$ cat src/rtl/note_lane_scroller.sv
// Falling-note grid for the rhythm game: scrolls rows on each go pulse, scores key hits, tracks misses.
// Optional macro WRONG_PRESS_PENALTY_EN: a press on an empty hit-row lane costs one point.
module note_lane_scroller #(
    parameter int LANES    = 4,
    parameter int ROWS     = 16,
    parameter int HIT_ROW  = 14,
    parameter int SCORE_W  = 8,
    parameter int MISS_MAX = 10
) (
    input  logic                          clk,
    input  logic                          resetn,
    input  logic                          go,
    input  logic                          start,
    input  logic [LANES-1:0]              new_row,
    input  logic [LANES-1:0]              keys,
    input  logic [$clog2(ROWS)-1:0]       rd_row,
    output logic [LANES-1:0]              rd_data,
    output logic                          row_req,
    output logic                          hit,
    output logic                          miss,
    output logic [SCORE_W-1:0]            score,
    output logic [$clog2(MISS_MAX+1)-1:0] miss_count,
    output logic [1:0]                    state,
    output logic                          game_over
);

    localparam int MW        = $clog2(MISS_MAX + 1);
    localparam int SCORE_MAX = (1 << SCORE_W) - 1;

    typedef enum logic [1:0] {
        IDLE = 2'b00,
        PLAY = 2'b01,
        OVER = 2'b10
    } state_t;

    state_t                        st_q, st_d;
    logic [ROWS-1:0][LANES-1:0]    grid_q, grid_d, grid_h;
    logic [LANES-1:0]              keys_q, press, hits;
    logic [SCORE_W-1:0]            score_d;
    logic [MW-1:0]                 miss_d;
    logic                          hit_d, miss_p_d, row_req_d;
    int                            score_sum, miss_sum;

    function automatic int popcount(input logic [LANES-1:0] v);
        int n;
        n = 0;
        for (int unsigned i = 0; i < LANES; i++)
            if (v[i]) n++;
        return n;
    endfunction

    always_ff @(posedge clk) begin
        if (!resetn) begin
            st_q       <= IDLE;
            grid_q     <= '0;
            keys_q     <= '0;
            score      <= '0;
            miss_count <= '0;
            rd_data    <= '0;
            hit        <= 1'b0;
            miss       <= 1'b0;
            row_req    <= 1'b0;
        end else begin
            st_q       <= st_d;
            grid_q     <= grid_d;
            keys_q     <= keys;
            score      <= score_d;
            miss_count <= miss_d;
            rd_data    <= grid_q[rd_row];
            hit        <= hit_d;
            miss       <= miss_p_d;
            row_req    <= row_req_d;
        end
    end

    always_comb begin
        press     = keys & ~keys_q;
        hits      = press & grid_q[HIT_ROW];
        st_d      = st_q;
        grid_d    = grid_q;
        grid_h    = grid_q;
        score_d   = score;
        miss_d    = miss_count;
        hit_d     = 1'b0;
        miss_p_d  = 1'b0;
        row_req_d = 1'b0;
        score_sum = 0;
        miss_sum  = 0;
        case (st_q)
            IDLE, OVER: begin
                if (start) begin
                    st_d    = PLAY;
                    grid_d  = '0;
                    score_d = '0;
                    miss_d  = '0;
                end
            end
            PLAY: begin
                // Hit cells are cleared before the shift so a hit note can never also exit as a miss.
                grid_h[HIT_ROW] = grid_q[HIT_ROW] & ~press;
                score_sum = int'(score) + popcount(hits);
`ifdef WRONG_PRESS_PENALTY_EN
                score_sum = score_sum - popcount(press & ~grid_q[HIT_ROW]);
                if (score_sum < 0) score_sum = 0;
`endif
                if (score_sum > SCORE_MAX) score_sum = SCORE_MAX;
                score_d = SCORE_W'(score_sum);
                hit_d   = |hits;
                grid_d  = grid_h;
                if (go) begin
                    grid_d    = {grid_h[ROWS-2:0], new_row};
                    miss_sum  = int'(miss_count) + popcount(grid_h[ROWS-1]);
                    if (miss_sum > MISS_MAX) miss_sum = MISS_MAX;
                    miss_d    = MW'(miss_sum);
                    miss_p_d  = |grid_h[ROWS-1];
                    row_req_d = 1'b1;
                    if (miss_sum == MISS_MAX) st_d = OVER;
                end
            end
            default: st_d = IDLE;
        endcase
    end

    assign state     = st_q;
    assign game_over = (st_q == OVER);

endmodule

$ cat config.mk
export PLATFORM = sky130hd
export DESIGN_NAME = note_lane_scroller
export DESIGN_NICKNAME = d
export VERILOG_FILES = /design/src/rtl/note_lane_scroller.sv
export SDC_FILE = /design/constraint.sdc
export NUM_CORES = 1
export LEC_CHECK = 0
export CAP_MARGIN = 30
export CORE_ASPECT_RATIO = 1.25
export CORE_UTILIZATION = 51
export CTS_CLUSTER_DIAMETER = 50
export CTS_CLUSTER_SIZE = 16
export DETAILED_ROUTE_END_ITERATION = 8
export PLACE_DENSITY = 0.86
export SLEW_MARGIN = 5
export SYNTH_ARGS = -nofsm -noshare
export SYNTH_HDL_FRONTEND = slang
export SYNTH_SLANG_ARGS = --single-unit
$ cat constraint.sdc
create_clock -name clk -period 3.5 [get_ports clk]
set_input_delay 0.7 -clock clk [delete_from_list [all_inputs] [get_ports clk]]
set_output_delay 0.7 -clock clk [all_outputs]
set_load 0.01 [all_outputs]
==> results <==
## cell usage after synthesis, drive strengths merged, types with 6 or more instances
cell	n	share of area
a22o	57	0.12
o21ai	12	0.015
ha	15	0.046
a21oi	6	0.0074
a21o	6	0.011
buf	20	0.037
dfxtp	89	0.44
nand3	8	0.0099
mux2i	9	0.022
xor2	6	0.013
mux4	16	0.10
nor2b	10	0.015
inv	14	0.014
nor2	13	0.013
nand2	18	0.021
## logic make-up after synthesis
kind of cell,after synthesis,synth area share
AND/OR/NAND/NOR,70,0.0928
other,1,0.000927
XOR/XNOR,9,0.0195
buffers and inverters,37,0.0538
AO/OA/AOI/OAI,107,0.207
flip-flops,89,0.441
adder cells (fa/ha/maj),17,0.0563
multiplexers,27,0.129
## routing by layer
metal	routed length, µm	track usage	vias to the layer above
met5	0	0	-
met4	184	0.104	0
met3	392	0.0495	17
met2	4470	0.369	95
met1	3530	0.258	1482
li1	-	-	1439
## registers in the layout (all words and copies together) (netlist names)
| register | flops |
|---|---|
| miss_count | 4 |
| rd_data | 4 |
| grid_h | 60 |
| row_req | 1 |
| hit | 1 |
| miss | 1 |
| keys_q | 4 |
| grid_q | 4 |
| score | 8 |
| state | 2 |
## timing repair
action                                 4_1_cts  5_1_grt
setup endpoints to repair                    8        8
endpoints found under the hold margin        0        0
pin swaps                                    1        5
gates resized for setup                      5       12
buffers inserted                             0        1
## power by group through the flow
stage | combinational (W) | clock [W] | sequential (W)
floorplan | 0.0000887 | 0 | 0.00105
global placement | 0.000127 | 0 | 0.00105
detailed placement | 0.000135 | 0 | 0.00105
CTS | 0.000137 | 0.000930 | 0.00102
global route | 0.000151 | 0.000968 | 0.00102
finish | 0.000142 | 0.000919 | 0.00102
## worst min-delay path by stage
| stage | startpoint | endpoint | slack, ns | cells after the start |
|---|---|---|---|---|
| global route | score[2] | score[2] | 0.51 | 2 |
| global placement | grid_h[27] | grid_h[27] | 0.47 | 1 |
| detailed placement | grid_h[51] | grid_h[51] | 0.48 | 1 |
| floorplan | grid_h[23] | grid_h[23] | 0.46 | 1 |
| finish | score[0] | score[0] | 0.49 | 2 |
| CTS | score[3] | score[3] | 0.50 | 2 |
## through the flow
stage / setup WS [ns] / utilization / instances / total power, W / hold slack [ns]
floorplan: 0.0804 / - / 358 / 0.00114 / 0.456
global placement: -0.445 / 0.598 / 481 / 0.00117 / 0.470
detailed placement: -0.610 / 0.600 / 482 / 0.00118 / 0.477
CTS: 0.0212 / 0.640 / 498 / 0.00209 / 0.497
global route: -0.0511 / 0.646 / 499 / 0.00214 / 0.508
finish: 0.0385 / 0.646 / 499 / 0.00208 / 0.493
## cell type report
cell class / count / area [µm²]
Fill cell: 580 / 2670
Multi-Input combinational cell: 232 / 2120
Timing Repair Buffer: 56 / 526
Inverter: 14 / 55.1
Tap cell: 92 / 115
Sequential cell: 89 / 1780
Clock inverter: 7 / 141
Clock buffer: 9 / 124
## critical path, stage by stage
cell and delay (ns):
clkdlybuf4s50_1 0.50, nor2b_4 0.19, nand2_2 0.10, ha_4 0.30
xnor2_2 0.12, ha_1 0.26, mux2_2 0.29, fa_2 0.35
a21o_1 0.20, a21oi_4 0.22, nor2_2 0.08, nor4b_2 0.32
nor3_1 0.07
==> flow_summary.yaml <==
power_and_ir_drop:
  p_comb_frac: 0.068
  internal_power_w: 0.00163
  clockPowerShare: 0.441
  ir_drop_uv: 276
  p_seq_frac: 0.491
  switchingPower_w: 0.000456
  power_leakage_nw: 2.01
  switching_share: 0.219
  p_per_area_mw_per_mm2: 428
critical_path:
  critical_path.endpoint: "score[7]"
  cp_max_fo: 4
  rr_worst_depth: 11
  critPathLaunchType: "primary input"
  rrSetupSlack_ns: 0.45
  path_class: "primary input to register"
  crit_start: "keys[1]"
  r2r-end: "state[1]"
  critPathCaptureType: "register"
  cp_data_required_time_ns: 3.74
  cp.arrival_ns: 3.70
  rr_startpoint: "grid_h[60]"
timing:
  slew_violations: 0
  setup_viol: 0
  tns_ns: 0
  max_freq_mhz: 289
  tightest_slew_ns: 0.784
  maxSlewHeadroom: 0.476
  final-hold-violation-count: 0
  finalCritPeriodShare: 0.989
  skew_ns: 0.00802
  fin_crit_ns: 3.46
cells_and_area:
  drive_above_1_share: 0.138
  final_nets: 435
  finalInstanceArea_mm2: 0.00487
  area_growth_pct: 20.4
  final_common_cell: "dfxtp_1"
  final_cell_mix: "dfxtp_1, a22o_1, clkdlybuf4s50_1"
  antenna_cells: 0
clock_network:
  clkLatencyLatePin_ns: 0.35
  h-tree-depth: 3
  clk_transition_reported_paths_ns: 0.09
  cts_tree: "yes"
  cts-root-buf: "clkbuf_8"
  cts_buffers: 9
  clock_sinks: 89
  ctsHoldBuffers: 0
  clock_path_buffers: 2
global_routing:
  grt_max_degree: 59
  grtUsageTotal: 0.218
  overflow: 0
  grt_pass1_wl_mm: 13.7
  grt_pass1_vias: 2941
  antenna_found_initial: 0
synth:
  synthFlopType: "dfxtp_1"
  yosysSeqAreaShare: 0.441
  avgSynthCellArea_um2: 11.3
  yosysUniqueCellTypes: 45
  async_reset_ff_frac: 0
  netlist_instances: 357
  synth_edf_count: 0
  synth_seq_cells: 89
  yosysWarnings: 0
  synth_area_mm2: 0.00404
floorplan:
  initial_core_util: 0.537
  dieArea_mm2: 0.00829
  die_w_um: 81.6
  die_h_um: 102
  rows: 35
  io_pins: 38
  core_mm2: 0.00753
detailed_routing:
  drc_errors: 0
  avgViaCountPerCell: 6.08
  firstDrtPassIters: 6
  drtIter0Drc: 135
  vias: 3033
  wl_per_cell_um: 17.2
  drt-total-wl_mm: 8.58
  antenna_left: 0
placement:
  numPortBuffers: 37
  place_hpwl_mm: 5.46
  placed_area_mm2: 0.00452
  place.gp.congestion: 0.825
hold_path:
  hold_path_class: "register to register"
run_status:
  status: "complete, no violations"
job:
  maxCapViolCount: 0
Power figures use the tool's default switching activity.
